## src/rtl/fsm_610.sv

```systemverilog
// fsm_610: "lanes agree" qualifier. z rises after RUN_LEN consecutive rising edges with w1 == w2.
// Defining FSM610_HIT_CNT_EN adds an 8-bit saturating count of z rising events on output hits.
module fsm_610 #(
    parameter int RUN_LEN = 4
) (
    input  logic       Clock,
    input  logic       Resetn,
    input  logic       w1,
    input  logic       w2,
    output logic       z
`ifdef FSM610_HIT_CNT_EN
    ,
    output logic [7:0] hits
`endif
);

    localparam int            CW      = $clog2(RUN_LEN + 1);
    localparam logic [CW-1:0] RUN_MAX = CW'(RUN_LEN);

    logic [CW-1:0] r_run;
    logic [CW-1:0] w_runNext;
    logic          w_match;

    assign w_match = ~(w1 ^ w2);

    // Resetn is active-high despite its name.
    always_ff @(posedge Clock or posedge Resetn) begin
        if (Resetn) begin
            r_run <= '0;
        end else begin
            r_run <= w_runNext;
        end
    end

    // Saturating match-run counter; illegal encodings above RUN_MAX fall back to S0.
    always_comb begin
        w_runNext = '0;
        if (w_match) begin
            if (r_run < RUN_MAX) begin
                w_runNext = r_run + 1'b1;
            end else if (r_run == RUN_MAX) begin
                w_runNext = RUN_MAX;
            end
        end
    end

    assign z = (r_run == RUN_MAX);

`ifdef FSM610_HIT_CNT_EN
    logic [7:0] r_hits;
    logic       w_zRise;

    assign w_zRise = (w_runNext == RUN_MAX) && (r_run != RUN_MAX);

    always_ff @(posedge Clock or posedge Resetn) begin
        if (Resetn) begin
            r_hits <= '0;
        end else if (w_zRise && (r_hits != 8'hFF)) begin
            r_hits <= r_hits + 8'd1;
        end
    end

    assign hits = r_hits;
`endif

endmodule

```

## config.mk

```make
export PLATFORM = sky130hd
export DESIGN_NAME = fsm_610
export DESIGN_NICKNAME = d
export VERILOG_FILES = /design/src/rtl/fsm_610.sv
export SDC_FILE = /design/constraint.sdc
export NUM_CORES = 1
export LEC_CHECK = 0
export CAP_MARGIN = 20
export CORE_AREA = 2 2 39 41
export CTS_CLUSTER_SIZE = 12
export DETAILED_ROUTE_END_ITERATION = 10
export DIE_AREA = 0 0 41 43
export PLACE_DENSITY_LB_ADDON = 0.12
export SLEW_MARGIN = 10
export SYNTH_ARGS = -nofsm -noshare
export SYNTH_HDL_FRONTEND = slang
export SYNTH_SLANG_ARGS = --single-unit
```

## constraint.sdc

```tcl
create_clock -name Clock -period 2 [get_ports Clock]
set_input_delay 0.5 -clock Clock [delete_from_list [all_inputs] [get_ports Clock]]
set_output_delay 0.5 -clock Clock [all_outputs]
set_load 0.01 [all_outputs]
```

After elaboration in Yosys (flattened, before gate mapping)

Index checks and enable logic that the tools add are counted.

$add $sub $neg: 1
Magnitude comparators: 1
Eq/ne operators: 1
Muxes and demuxes: 3
Bitwise logic cells: 1

Operators with widths:

| cell                  | number |
|---|---|
| $mux W3               | 3 |
| $add A3 B1 Y3 const B | 1 |
| $eq A3 B3 Y1 const B  | 1 |
| $lt A3 B3 Y1 const B  | 1 |
| $xor A1 B1 Y1         | 1 |

Register bits after elaboration: 3
Bits of input ports: 4
Output and inout port bits: 1
Logic and storage cells: 8

Depth between registers and ports, before layout

Gate-level depths: netlist (run 1).

Depth in word-level cells: 4
Gate-level depth with buffers: 4
Depth with buffers taken out: 4

Worst setup path after synthesis (run 1)

OpenSTA, ideal clock, no wires.

Path type: reg-to-output
Start point: register r_run[0]
End point: output port z
Arrival time: 752 ps
Data required time: 1500 ps
Path slack: 748 ps
Cell stages (with the launch flop): 4
Path buffers: 0
Cells stage by stage: dfrtp_1 -> inv_1 -> ha_1 -> and2_1

Word-level cells in the longest chain between the ends: 1

RTL lines:

| item                   | line | source |
|---|---|---|
| from (decl)            | 20   | `logic [CW-1:0] r_run;` |
| from (signal assigned) | 31   | `r_run <= w_runNext;` |
| $eq A3 B3 Y1           | 47   | `assign z = (r_run == RUN_MAX);` |
| to (decl)              | 10   | `output logic z` |

No other way between the ends.

Worst setup path in the final report (run 1)

Ends and elaborated chain as after synthesis.

==> metrics.md, run 1 <==
| Metric | Value |
|---|---|
| Outcome | `completed` |
| Avg Vias per Cell | `between 2 and 3` |
| Pwr dens | `a little over 900 nW/µm²` |
| GP Congestion | `between 0.5 and 0.6` |
| ANT cells | `0` |
| FF+latch count, synth | `3` |
| Detailed Routing Iterations Pass 1 | `1` |
| All-Layer GR Usage | `0.03827` |
| Pin count of the biggest net entering global routing | `5` |
| Top post-synthesis cells by area | `dfrtp_1, ha_1, nor3b_2` |
| CTS Buf Count | `3` |
| Reg2Reg Setup Slack | `about 1.0 ns` |
| Worst hold path class | `in -> async` |
| Max reg flops | `3` |
| Ys flop type | `dfrtp_1` |
| Clock Tree Root | `clkbuf_4` |
| Largest Register | `r_run` |
| Syn nets | `20` |
| Final Max Slew Viols | `0` |
| Width of the die | `slightly above 40 µm` |
| RSZ-0062 raised after global routing | `no` |
| Critical Path RT | `about 1.5 ns` |
| Synth warn | `0` |
| Post-synth EDFFs | `0` |
| Routed len/inst | `around 7 µm` |
| Mapped Avg Cell Area | `11.26 µm²` |
| CTS H-Tree Depth | `1` |
| Clk Latency, worst-skew pair | `between 0.2 and 0.25 ns` |
| CP Launch Type | `register` |
| Fin crit share | `0.8231` |
| Met2 Use GR | `0.03750` |
| Post-synth ARST share | `1.000` |
| Area grow syn2layout | `56.35%` |
| Dpl ws | `about 0.26 ns` |
| Min cycle time layout | `roughly 1.6 ns` |
| Normalized max-slew margin | `0.8110` |
| Clk pin slew, worst setup/hold paths | `0.04 ns` |
| CTS tree | `built` |
| Drt first-iter violations | `0` |
| Global-route wire length before repair | `between 300 and 400 µm` |
| Endpoints failing setup | `0` |
| I/O pin cnt | `5` |
| Biggest regs | `r_run x3` |
| Post-Synthesis Cell Area | `roughly 160 µm²` |
| NumNets Final | `29` |
| Initial Util | `0.1139` |
| Max-cap violation count | `0` |
| Post-Route Setup TNS | `0 ns` |
| Met1 Track Usage GR | `0.04545` |
| Yosys top cell area share | `0.4762` |
| Die H | `43 µm` |
| Reg-to-reg endpoint | `r_run[1]` |
| Worst Slack Setup Final | `~0.35 ns` |
| Gr ovfl total | `0` |
| Clk sinks | `3` |
| Yosys cell types | `9` |
| DRC viols | `0` |
| Post-synth top cells | `dfrtp_1, inv_1, ha_1` |
| WL final | `roughly 270 µm` |
| Final Hold Violating Endpoints | `0` |
| Area of the die | `~1800 µm²` |
| Post-DP HPWL | `approximately 220 µm` |
| RR Startpoint | `r_run[0]` |
| Actual slew at the worst max-slew pin | `roughly 0.28 ns` |
| Area of the core | `1384 µm²` |
| Vias in the first global route | `roughly 100` |
| GRT met3 Usage | `0.01571` |
| PostCTS Resize Cnt | `0` |
| Post-CTS setup buffer count | `0` |
| Crit. End Element | `output port` |
| Share of layout cells above drive strength 1 | `0.1818` |
| Top cell type by total area after synthesis | `dfrtp_1` |
| Total number of vias | `around 110` |
| Peak Freq | `607.4 MHz` |
| Post-route ant nets | `0` |
| Leakage | `0.1314 nW` |
| CP arrival | `1.15 ns` |
| Number of core rows | `14` |
| Setup Crit Path Kind | `reg -> out` |
| Final clock skew | `about 0.0014 ns` |
| VDD IR max | `0.2600 mV` |
| Longest Clk Path Bufs | `2` |
| Post-synthesis instance total | `14` |
| Worst hold margin | `~0.43 ns` |
| Cts-stage hold buffer count | `0` |
| Input/output buffers | `4` |
| Antenna violations before repair | `0` |
| Most Used Layer, Global Route | `met4` |
| Critical Path Fanout Max | `3` |
| Register area share after synthesis | `0.4762` |
| Worst r2r path cells | `3` |
[placed cells by master (no fill, tap or decap)]
master / Yosys / final
and2_1: 1 / 1
clkbuf_1: 0 / 1
clkbuf_4: 0 / 3
clkdlybuf4s50_1: 0 / 3
dfrtp_1: 3 / 3
dlymetal6s2s_1: 0 / 1
ha_1: 2 / 2
inv_1: 3 / 3
mux2i_1: 1 / 1
nor2_1: 1 / 1
nor3_1: 1 / 1
nor3b_2: 1 / 1
xor2_1: 1 / 1
[worst max path at each step]
stage                        start  endpoint  slack [ns]  depth (start not counted)
after floorplan           r_run[0]         z        0.75                          3
after global placement    r_run[0]         z        0.27                          4
after detailed placement  r_run[0]         z        0.26                          4
after CTS                 r_run[0]         z       0.006                          4
after global routing      r_run[0]         z        0.30                          4
final                     r_run[0]         z        0.35                          4
[metrics by stage]
stage               area (µm²)  total power, mW  utilization  instances
finish                   246.5           0.2290       0.1781         38
global route             246.5           0.2520       0.1781         38
CTS                      244.0           0.2396       0.1763         38
detailed placement       217.7           0.1277       0.1573         34
global placement         217.7           0.1266       0.1573         34
floorplan                157.7           0.1094            -         14
[cell families (layout without fill, tap and decap cells)]
logic type	after synthesis	after routing	synth area share
XOR/XNOR	1	1	0.05557
adder cells (fa/ha/maj)	2	2	0.1587
multiplexers	1	1	0.06349
AND/OR/NAND/NOR	4	4	0.1746
buffers and inverters	3	11	0.07142
flip-flops	3	3	0.4762
[cell type report]
class	instances	area (µm²)
Fill cell	149	1137
Sequential cell	3	75.07
Multi-Input combinational cell	8	71.32
Timing Repair Buffer	4	42.54
Clock buffer	4	26.28
Tap cell	16	20.02
Inverter	3	11.26
[power by group]
part | internal [mW] | total [mW] | switching (mW) | leakage, nW
Sequential | 0.0728 | 0.0820 | 0.00925 | 0.0395
Combinational | 0.0247 | 0.0417 | 0.0170 | 0.0769
Clock | 0.0747 | 0.105 | 0.0306 | 0.0150
Total | 0.172 | 0.229 | 0.0569 | 0.131
[critical path, stage by stage (launching register included)]
cell	delay [ns]
dfrtp_1	0.36
inv_1	0.05
ha_1	0.19
and2_1	0.15
dlymetal6s2s_1	0.16
[routing by layer]
metal / up-vias / part of all wire
li1: 58 / -
met5: - / 0
met1: 47 / 0.42
met4: 0 / 0
met2: 3 / 0.51
met3: 0 / 0.066
No activity file was read; power rests on OpenSTA's default activity.
==> inputs of run 2 (changes only) <==
==> constraint.sdc (replaced) <==
create_clock -name Clock -period 1.7 [get_ports Clock]
set_input_delay 0.425 -clock Clock [delete_from_list [all_inputs] [get_ports Clock]]
set_output_delay 0.425 -clock Clock [all_outputs]
set_load 0.01 [all_outputs]
==> run 2 against run 1 <==
Effect of this change: first-iteration DRC count unchanged; clock power increased by 16%; sequential share of layout area decreased by 0.46 points; sequential power increased by 15%; largest power group unchanged; die area unchanged; count of clock-buffer cells in the layout unchanged; hold slack got worse by 0.066 ns; setup slack got worse by 0.31 ns.
==> metrics.md, run 2 (synthesis gave the netlist of run 1 again) <==
| Metric | Value |
|---|---|
| Pin count of the biggest net entering global routing | `5` |
| Most frequent cells in the layout | `inv_1, clkbuf_4, clkdlybuf4s50_1, dfrtp_1, ha_1` |
| CTS Buf Count | `3` |
| Critical Path Fanout Max | `2` |
| Input/output buffers | `4` |
| Area grow syn2layout | `58.73%` |
| CP delay by family, top | `flip-flops` |
| ANT cells | `0` |
| Final clock skew | `between 0.0002 and 0.00025 ns` |
| Worst r2r path cells | `4` |
| Drt first-iter violations | `0` |
| Biggest regs | `r_run x3` |
| CP arrival | `approximately 1.2 ns` |
| Antenna violations before repair | `0` |
| Area of the core | `between 1000 and 1500 µm²` |
| CTS H-Tree Depth | `1` |
| Post-Route Setup TNS | `0 ns` |
| Leakage | `approximately 0.12 nW` |
| Critical-path cell list | `inv_1 -> ha_1 -> and2_1 -> dlygate4sd2_1` |
| Critical Path RT | `about 1.3 ns` |
| WL final | `265 µm` |
| Vias in the first global route | `about 130` |
| Largest stage delay, worst path | `approximately 0.33 ns` |
| Worst Slack Setup Final | `between 0.04 and 0.05 ns` |
| Clk Latency, worst-skew pair | `~0.23 ns` |
| Fin crit share | `0.9722` |
| Worst hold path class | `in -> async` |
| Crit. End Element | `output port` |
| Critical-path top delay cell | `dfrtp_1` |
| Largest Register | `r_run` |
| CTS tree | `built` |
| Setup Crit Path Kind | `reg -> out` |
| Share of layout cells above drive strength 1 | `0.2174` |
| Buf/Inv on CP | `2` |
| Actual slew at the worst max-slew pin | `~0.28 ns` |
| All-Layer GR Usage | `0.04326` |
| Initial Util | `0.1139` |
| I/O pin cnt | `5` |
| Met3 routed WL | `around 12 µm` |
| Final Hold Violating Endpoints | `0` |
| Outcome | `completed` |
| Area of the die | `approximately 1800 µm²` |
| Clock Tree Root | `clkbuf_4` |
| Longest Clk Path Bufs | `2` |
| Reg2Reg Setup Slack | `around 0.70 ns` |
| Max-cap violation count | `0` |
| NumNets Final | `30` |
| Cts-stage hold buffer count | `0` |
| CP Launch Type | `register` |
| Avg Vias per Cell | `roughly 2.9` |
| Peak Freq | `just over 600 MHz` |
| Number of core rows | `14` |
| Post-DP HPWL | `roughly 220 µm` |
| VDD IR max | `0.1958 mV` |
| Met1 wire length | `~100 µm` |
| Dpl ws | `0.04565 ns` |
| Gr ovfl total | `0` |
| Reg-to-reg endpoint | `r_run[2]` |
| Routed len/inst | `slightly below 7 µm` |
| Normalized max-slew margin | `0.8143` |
| Clk pin slew, worst setup/hold paths | `0.03 ns` |
| Total number of vias | `between 100 and 150` |
| Max reg flops | `3` |
| Min cycle time layout | `1.653 ns` |
| RSZ-0062 raised after global routing | `no` |
| Worst hold margin | `0.3644 ns` |
| Post-route ant nets | `0` |
| Final Max Slew Viols | `0` |
| Detailed Routing Iterations Pass 1 | `1` |
| Global-route wire length before repair | `between 400 and 500 µm` |
| Width of the die | `about 40 µm` |
| Die H | `43 µm` |
| Uppermost layer routed | `met3` |
| Util after Layout | `0.1808` |
| Clk sinks | `3` |
| DRC viols | `0` |
| RR Startpoint | `r_run[0]` |
| Met2 wire length | `~150 µm` |
| GP Congestion | `about 0.56` |
| Endpoints failing setup | `0` |
| Pwr dens | `1091 nW/µm²` |
==> run 2: how the worst max path moves through the flow <==
stage               startpoint  end  slack, ns  cells past startpoint
CTS                   r_run[0]    z       0.02                      4
global route          r_run[0]    z      0.004                      4
detailed placement    r_run[0]    z       0.05                      4
finish                r_run[0]    z       0.05                      4
floorplan             r_run[0]    z       0.52                      3
global placement      r_run[0]    z       0.06                      4
==> run 2: what timing repair did <==
action | in CTS | in global routing
setup endpoints to repair | 1 | 0
buffers inserted | 0 | 0
resized for setup | 1 | 0
==> run 2: where the power goes <==
group	total (mW)	switching (mW)	internal [mW]
registers	0.0945	0.00896	0.0856
clock network	0.122	0.0340	0.0878
logic	0.0568	0.0232	0.0336
total	0.273	0.0662	0.207
==> run 2: through the flow <==
step	std cells	total power, mW	area [µm²]
floorplan	14	0.1287	157.7
CTS	39	0.2844	250.2
global route	39	0.2954	250.2
detailed placement	35	0.1554	225.2
finish	39	0.2731	250.2
global placement	35	0.1559	225.2
==> run 2: layout make-up <==
| type | instances | area [µm²] |
|---|---|---|
| fill | 158 | 1134 |
| sequential | 3 | 75.07 |
| multi-input combinational | 8 | 71.32 |
| timing repair buffer | 5 | 46.29 |
| clock buffer | 4 | 26.28 |
| tap | 16 | 20.02 |
| inverter | 3 | 11.26 |
==> run 2: per-layer routing <==
layer	global-route usage	up-vias
li1	-	60
met1	0.03236	51
met2	0.05625	3
met3	0.01571	0
met4	0.08000	0
met5	0	-
==> run 2: worst register-to-register path: stages, from the launching register on <==
cell,delay (ns)
dfrtp_1,0.36
buf_4,0.13
ha_1,0.18
mux2i_1,0.14
nor2_1,0.05
==> inputs of run 3 (changes only) <==
--- a/config.mk
+++ b/config.mk
@@ -11,6 +11,7 @@
 export DETAILED_ROUTE_END_ITERATION = 10
 export DIE_AREA = 0 0 41 43
 export PLACE_DENSITY_LB_ADDON = 0.12
+export REMOVE_ABC_BUFFERS = 1
 export SLEW_MARGIN = 10
 export SYNTH_ARGS = -nofsm -noshare
 export SYNTH_HDL_FRONTEND = slang
==> results of run 3 <==
Same layout as run 2: the final DEF is identical, and so are final timing and power.
